**config.mk**
```make
export PLATFORM = sky130hd
export DESIGN_NAME = rpn_operand_stack
export DESIGN_NICKNAME = d
export VERILOG_FILES = /design/src/rtl/rpn_pkg.sv /design/src/rtl/rpn_stack_mem.sv /design/src/rtl/rpn_operand_stack.sv
export SDC_FILE = /design/constraint.sdc
export NUM_CORES = 1
export LEC_CHECK = 0
export CAP_MARGIN = 20
export CORE_MARGIN = 10
export CORE_UTILIZATION = 53
export CTS_BUF_LIST = sky130_fd_sc_hd__clkbuf_16
export CTS_CLUSTER_DIAMETER = 40
export DETAILED_ROUTE_END_ITERATION = 10
export PLACE_DENSITY = 0.85
export SYNTH_ARGS = -nofsm -noshare
export SYNTH_HDL_FRONTEND = slang
export SYNTH_SLANG_ARGS = --single-unit
```
**constraint.sdc**
```tcl
create_clock -name CLOCK -period 4.07 [get_ports CLOCK]
set_input_delay 0.814 -clock CLOCK [delete_from_list [all_inputs] [get_ports CLOCK]]
set_output_delay 0.814 -clock CLOCK [all_outputs]
set_load 0.05 [all_outputs]
```
**src/rtl/rpn_pkg.sv**
```systemverilog
// rtl/rpn_pkg.sv - command and state encodings shared by the RPN operand stack
package rpn_pkg;

    localparam logic [1:0] CMD_PUSH  = 2'b00;
    localparam logic [1:0] CMD_POP   = 2'b01;
    localparam logic [1:0] CMD_BINOP = 2'b10;
    localparam logic [1:0] CMD_CLEAR = 2'b11;

    typedef enum logic {
        ST_IDLE     = 1'b0,
        ST_WAIT_ALU = 1'b1
    } state_e;

endpackage

```
**src/rtl/rpn_stack_mem.sv**
```systemverilog
// rtl/rpn_stack_mem.sv - DEPTH x WIDTH register file with TOS/NOS read ports masked by occupancy
module rpn_stack_mem #(
    parameter int WIDTH = 8,
    parameter int DEPTH = 4,
    parameter int CNT_W = $clog2(DEPTH + 1)
) (
    input  logic             clk_i,
    input  logic             we_i,
    input  logic [CNT_W-1:0] waddr_i,
    input  logic [WIDTH-1:0] wdata_i,
    input  logic [CNT_W-1:0] depth_i,
    output logic [WIDTH-1:0] tos_o,
    output logic [WIDTH-1:0] nos_o
);

    logic [WIDTH-1:0] mem_q [DEPTH];

    // Entries are deliberately left unreset; occupancy masking hides stale data.
    always_ff @(posedge clk_i) begin
        for (int i = 0; i < DEPTH; i++) begin
            if (we_i && (waddr_i == CNT_W'(i))) begin
                mem_q[i] <= wdata_i;
            end
        end
    end

    always_comb begin
        tos_o = '0;
        nos_o = '0;
        for (int i = 0; i < DEPTH; i++) begin
            if (depth_i == CNT_W'(i + 1)) tos_o = mem_q[i];
            if (depth_i == CNT_W'(i + 2)) nos_o = mem_q[i];
        end
    end

endmodule

```
**src/rtl/rpn_operand_stack.sv**
```systemverilog
// rtl/rpn_operand_stack.sv - RPN operand LIFO with ALU handshake, occupancy and sticky error flags
module rpn_operand_stack
    import rpn_pkg::*;
#(
    parameter int WIDTH = 8,
    parameter int DEPTH = 4,
    parameter int CNT_W = $clog2(DEPTH + 1)
) (
    input  logic             CLOCK,
    input  logic             RESET,
    input  logic             cmd_valid,
    input  logic [1:0]       cmd_code,
    input  logic [WIDTH-1:0] push_data,
    output logic             cmd_ready,
    output logic             alu_req,
    output logic [WIDTH-1:0] alu_a,
    output logic [WIDTH-1:0] alu_b,
    input  logic             alu_done,
    input  logic [WIDTH-1:0] alu_result,
    output logic [WIDTH-1:0] tos,
    output logic [CNT_W-1:0] depth,
    output logic             empty,
    output logic             full,
    output logic             result_on_top,
    output logic             overflow,
    output logic             underflow
);

    state_e           state_q, state_d;
    logic [CNT_W-1:0] depth_q, depth_d;
    logic             rot_q, rot_d;
    logic             ovf_q, ovf_d;
    logic             unf_q, unf_d;

    logic             mem_we;
    logic [CNT_W-1:0] mem_waddr;
    logic [WIDTH-1:0] mem_wdata;
    logic [WIDTH-1:0] tos_w, nos_w;

    always_ff @(posedge CLOCK) begin
        if (RESET) begin
            state_q <= ST_IDLE;
            depth_q <= '0;
            rot_q   <= 1'b0;
            ovf_q   <= 1'b0;
            unf_q   <= 1'b0;
        end else begin
            state_q <= state_d;
            depth_q <= depth_d;
            rot_q   <= rot_d;
            ovf_q   <= ovf_d;
            unf_q   <= unf_d;
        end
    end

    always_comb begin
        state_d   = state_q;
        depth_d   = depth_q;
        rot_d     = rot_q;
        ovf_d     = ovf_q;
        unf_d     = unf_q;
        mem_we    = 1'b0;
        mem_waddr = depth_q;
        mem_wdata = push_data;

        case (state_q)
            ST_IDLE: begin
                if (cmd_valid) begin
                    case (cmd_code)
                        CMD_PUSH: begin
                            if (depth_q != CNT_W'(DEPTH)) begin
                                mem_we  = 1'b1;
                                depth_d = depth_q + CNT_W'(1);
                                rot_d   = 1'b0;
                            end else begin
                                ovf_d = 1'b1;
                            end
                        end
                        CMD_POP: begin
                            if (depth_q != '0) begin
                                depth_d = depth_q - CNT_W'(1);
                                rot_d   = 1'b0;
                            end else begin
                                unf_d = 1'b1;
                            end
                        end
                        CMD_BINOP: begin
                            if (depth_q >= CNT_W'(2)) state_d = ST_WAIT_ALU;
                            else                      unf_d   = 1'b1;
                        end
                        default: begin
                            depth_d = '0;
                            rot_d   = 1'b0;
                            ovf_d   = 1'b0;
                            unf_d   = 1'b0;
                        end
                    endcase
                end
            end
            ST_WAIT_ALU: begin
                // Result replaces NOS; dropping depth by one discards the old TOS.
                if (alu_done) begin
                    mem_we    = 1'b1;
                    mem_waddr = depth_q - CNT_W'(2);
                    mem_wdata = alu_result;
                    depth_d   = depth_q - CNT_W'(1);
                    rot_d     = 1'b1;
                    state_d   = ST_IDLE;
                end
            end
            default: state_d = ST_IDLE;
        endcase
    end

    rpn_stack_mem #(
        .WIDTH (WIDTH),
        .DEPTH (DEPTH),
        .CNT_W (CNT_W)
    ) u_mem (
        .clk_i   (CLOCK),
        .we_i    (mem_we & ~RESET),
        .waddr_i (mem_waddr),
        .wdata_i (mem_wdata),
        .depth_i (depth_q),
        .tos_o   (tos_w),
        .nos_o   (nos_w)
    );

    assign cmd_ready     = (state_q == ST_IDLE);
    assign alu_req       = (state_q == ST_WAIT_ALU);
    assign alu_a         = nos_w;
    assign alu_b         = tos_w;
    assign tos           = tos_w;
    assign depth         = depth_q;
    assign empty         = (depth_q == '0);
    assign full          = (depth_q == CNT_W'(DEPTH));
    assign result_on_top = rot_q;
    assign overflow      = ovf_q;
    assign underflow     = unf_q;

endmodule

```
==> flow_summary.json, run 1 <==
{
  "syn_area_per_cell_um2": 10.3,
  "drt_wl_total_um": 5960,
  "path_buf_inv": 2,
  "synth_area_leaders": "edfxtp_1 42%, a21oi_1 6.4%, dfxtp_1 6.2%",
  "slowest_delay_ns": 0.57,
  "path_max_fanout": 17,
  "setup_viol": 0,
  "place_congestion": 0.875,
  "switching_share_pct": 33.4,
  "ir_worst_vdd_mv": 0.428,
  "place_inst": 309,
  "syn_area_mm2": 0.00227,
  "groute.usage.overall_pct": 16.0,
  "die_h_um": 85.4,
  "clk-insertion-delay-late_ns": 0.28,
  "intPower_w": 0.000805,
  "drc": 0,
  "min_period_ns": 3.74,
  "yosys.area.top_type": "edfxtp_1",
  "fin_crit_sh_pct": 91.8,
  "crit_required_ns": 3.26,
  "reg2reg_slack_ns": 1.63,
  "num_antenna_cells": 0,
  "crit_type": "flip-flop to output pin",
  "hpwl_um": 4270,
  "num_vias": 1934,
  "layout.cells.non_filler": 317,
  "fmax_ghz": 0.268,
  "coreArea_mm2": 0.00406,
  "grt_max_degree": 26,
  "antenna_found_initial": 0,
  "start_kind": "flip-flop",
  "htreeDepth": 2,
  "grt_pass1_vias": 1884,
  "routed.top_layer": "met4",
  "wl_met1_um": 2360,
  "drv_cap": 0,
  "cts.sinks": 39,
  "drive_above_1_share_pct": 17.6,
  "numPortBuffers": 55,
  "cts-root-buf": "clkbuf_16",
  "cts_hold_buf": 0,
  "cts_made_buffers": 5,
  "path_clk_slew_ns": 0.06,
  "p_leak_nw": 1.09,
  "rows": 23,
  "hold_path.class": "flip-flop to flip-flop",
  "synth-seq-cells": 39,
  "slew_headroom_pct": 48.9,
  "drtPass1Iterations": 4,
  "power_density_mw_per_mm2": 407,
  "syn-instance-count": 221,
  "path_delay_family": "compound AO/OA/AOI/OAI gates",
  "viasPerCell": 6.10,
  "synth_nets": 253,
  "wl_met3_um": 439,
  "post_cts_resized": 0,
  "clock_path_buffers": 2,
  "synth_top_area_share_pct": 42.4,
  "ios": 56,
  "antenna_left": 0,
  "grt_pass1_wl_um": 9500,
  "cts_tree": "yes",
  "status": "complete, no violations",
  "hold_violations": 0,
  "p_seq_share_pct": 36.9,
  "clkPwrFrac_pct": 30.7,
  "skew_ns": 0.00581,
  "die_w_um": 85.4,
  "ys.flop_type": "edfxtp_1",
  "rsz0062_at_grt": "no",
  "dr_wl_met2_um": 3100,
  "nets": 298,
  "drtIter0Drc": 143,
  "final_cell_mix": "32 x edfxtp_1, 31 x clkdlybuf4s50_1, 29 x a21oi_1",
  "final_common_cell": "edfxtp_1",
  "cp_cell_sequence": "inv_1 > ha_1 > nor2b_1 > a22o_1 > a22oi_1 > o21ai_1 > buf_12",
  "p_sw_w": 0.000403,
  "cp_slowest_cell": "nor2b_1",
  "post_drt_wl_per_cell_um": 18.8,
  "cts_setup_buffers": 0,
  "synthArstFlopShare_pct": 0,
  "critPathCaptureType": "output pin",
  "tightest_slew_ns": 0.764,
  "ys_seq_area_share_pct": 48.5,
  "drv_slew": 0,
  "ys_warn_count": 0,
  "power_frac_comb_pct": 32.5,
  "tns_ns": 0,
  "synth_cell_types": 38,
  "start_util_pct": 55.9,
  "arrival_ns": 2.92,
  "area_delta_synth_final_pct": 30.9,
  "dieArea_mm2": 0.00730,
  "synth_edf_count": 32,
  "grt_overflow": 0
}
[per-stage QoR]
step	utilization (%)	area (µm²)	hold slack, ns	worst slack [ns]	total power, W
floorplan	-	2270	0.709	0.0552	0.000718
global placement	69.7	2830	0.463	0.732	0.000839
detailed placement	69.7	2830	0.479	0.698	0.000845
CTS	73.2	2970	0.495	0.369	0.00122
global route	73.2	2970	0.507	0.131	0.00125
finish	73.2	2970	0.494	0.335	0.00121
[final timing paths]
path                  start        end  cells after the start
setup / recovery   depth[1]     tos[2]                      7
hold / removal    underflow  underflow                      2
setup reg to reg   depth[0]   depth[0]                      7
hold reg to reg   underflow  underflow                      2
[cell families after synthesis]
group,count (synthesis),share of synthesized area [%]
buffers and inverters,31,6.51
AOI/OAI and AO/OA,73,21.0
xor gates and xnor gates,2,0.772
adders and majority gates,10,5.52
muxes,8,3.97
and+or+nand+nor,58,13.7
DFF,39,48.5
[sequential cells by signal, summed over array words and instances, names as in the netlist]
name and flops:
u_mem.mem_q 32, depth 3, alu_req 1, overflow 1
result_on_top 1, underflow 1
[area by class of cell]
cell class              count  area, µm²
clock buffers               5        125
clock inverters             3       16.3
fillers                   286       1090
inverters                   7       26.3
multi-input cells         151       1020
flip-flops and latches     39       1100
well taps                  50       62.6
repair buffers             62        618
[synthesized netlist by cell type, drive strengths merged (2+ instances only)]
| cell | number |
|---|---|
| nor3 | 5 |
| buf | 10 |
| a21oi | 30 |
| edfxtp | 32 |
| nor2b | 3 |
| or3b | 2 |
| nand3b | 8 |
| a22o | 8 |
| a22oi | 8 |
| a221oi | 8 |
| ha | 10 |
| xnor2 | 2 |
| nand2 | 19 |
| a211o | 2 |
| dfxtp | 7 |
| inv | 7 |
| nand2b | 4 |
| mux2 | 8 |
| and2 | 2 |
| nor2 | 9 |
| clkbuf | 14 |
| o21ai | 10 |
[power groups by stage]
stage	Sequential [W]	Clock (W)	Combinational [W]
floorplan	0.000467	0	0.000251
global placement	0.000453	0	0.000386
detailed placement	0.000454	0	0.000391
CTS	0.000445	0.000377	0.000393
global route	0.000446	0.000393	0.000415
finish	0.000445	0.000371	0.000392
[worst min-delay path, delay by kind of cell, from the launching register on]
kind,cells,cell delay (ns)
flops,1,0.31
compound gates,2,0.14
[metal layers]
metal,track usage [%],up-vias
li1,-,907
met1,19.1,948
met2,26.8,73
met3,4.40,6
met4,5.69,0
met5,0,-
No activity file was read; power rests on OpenSTA's default activity.
==> run 2: changes to the inputs <==
Settings changed: CTS_CLUSTER_DIAMETER 40 to not set.
==> results of run 2 <==
Final layout, timing and power as in run 1 (identical DEF).
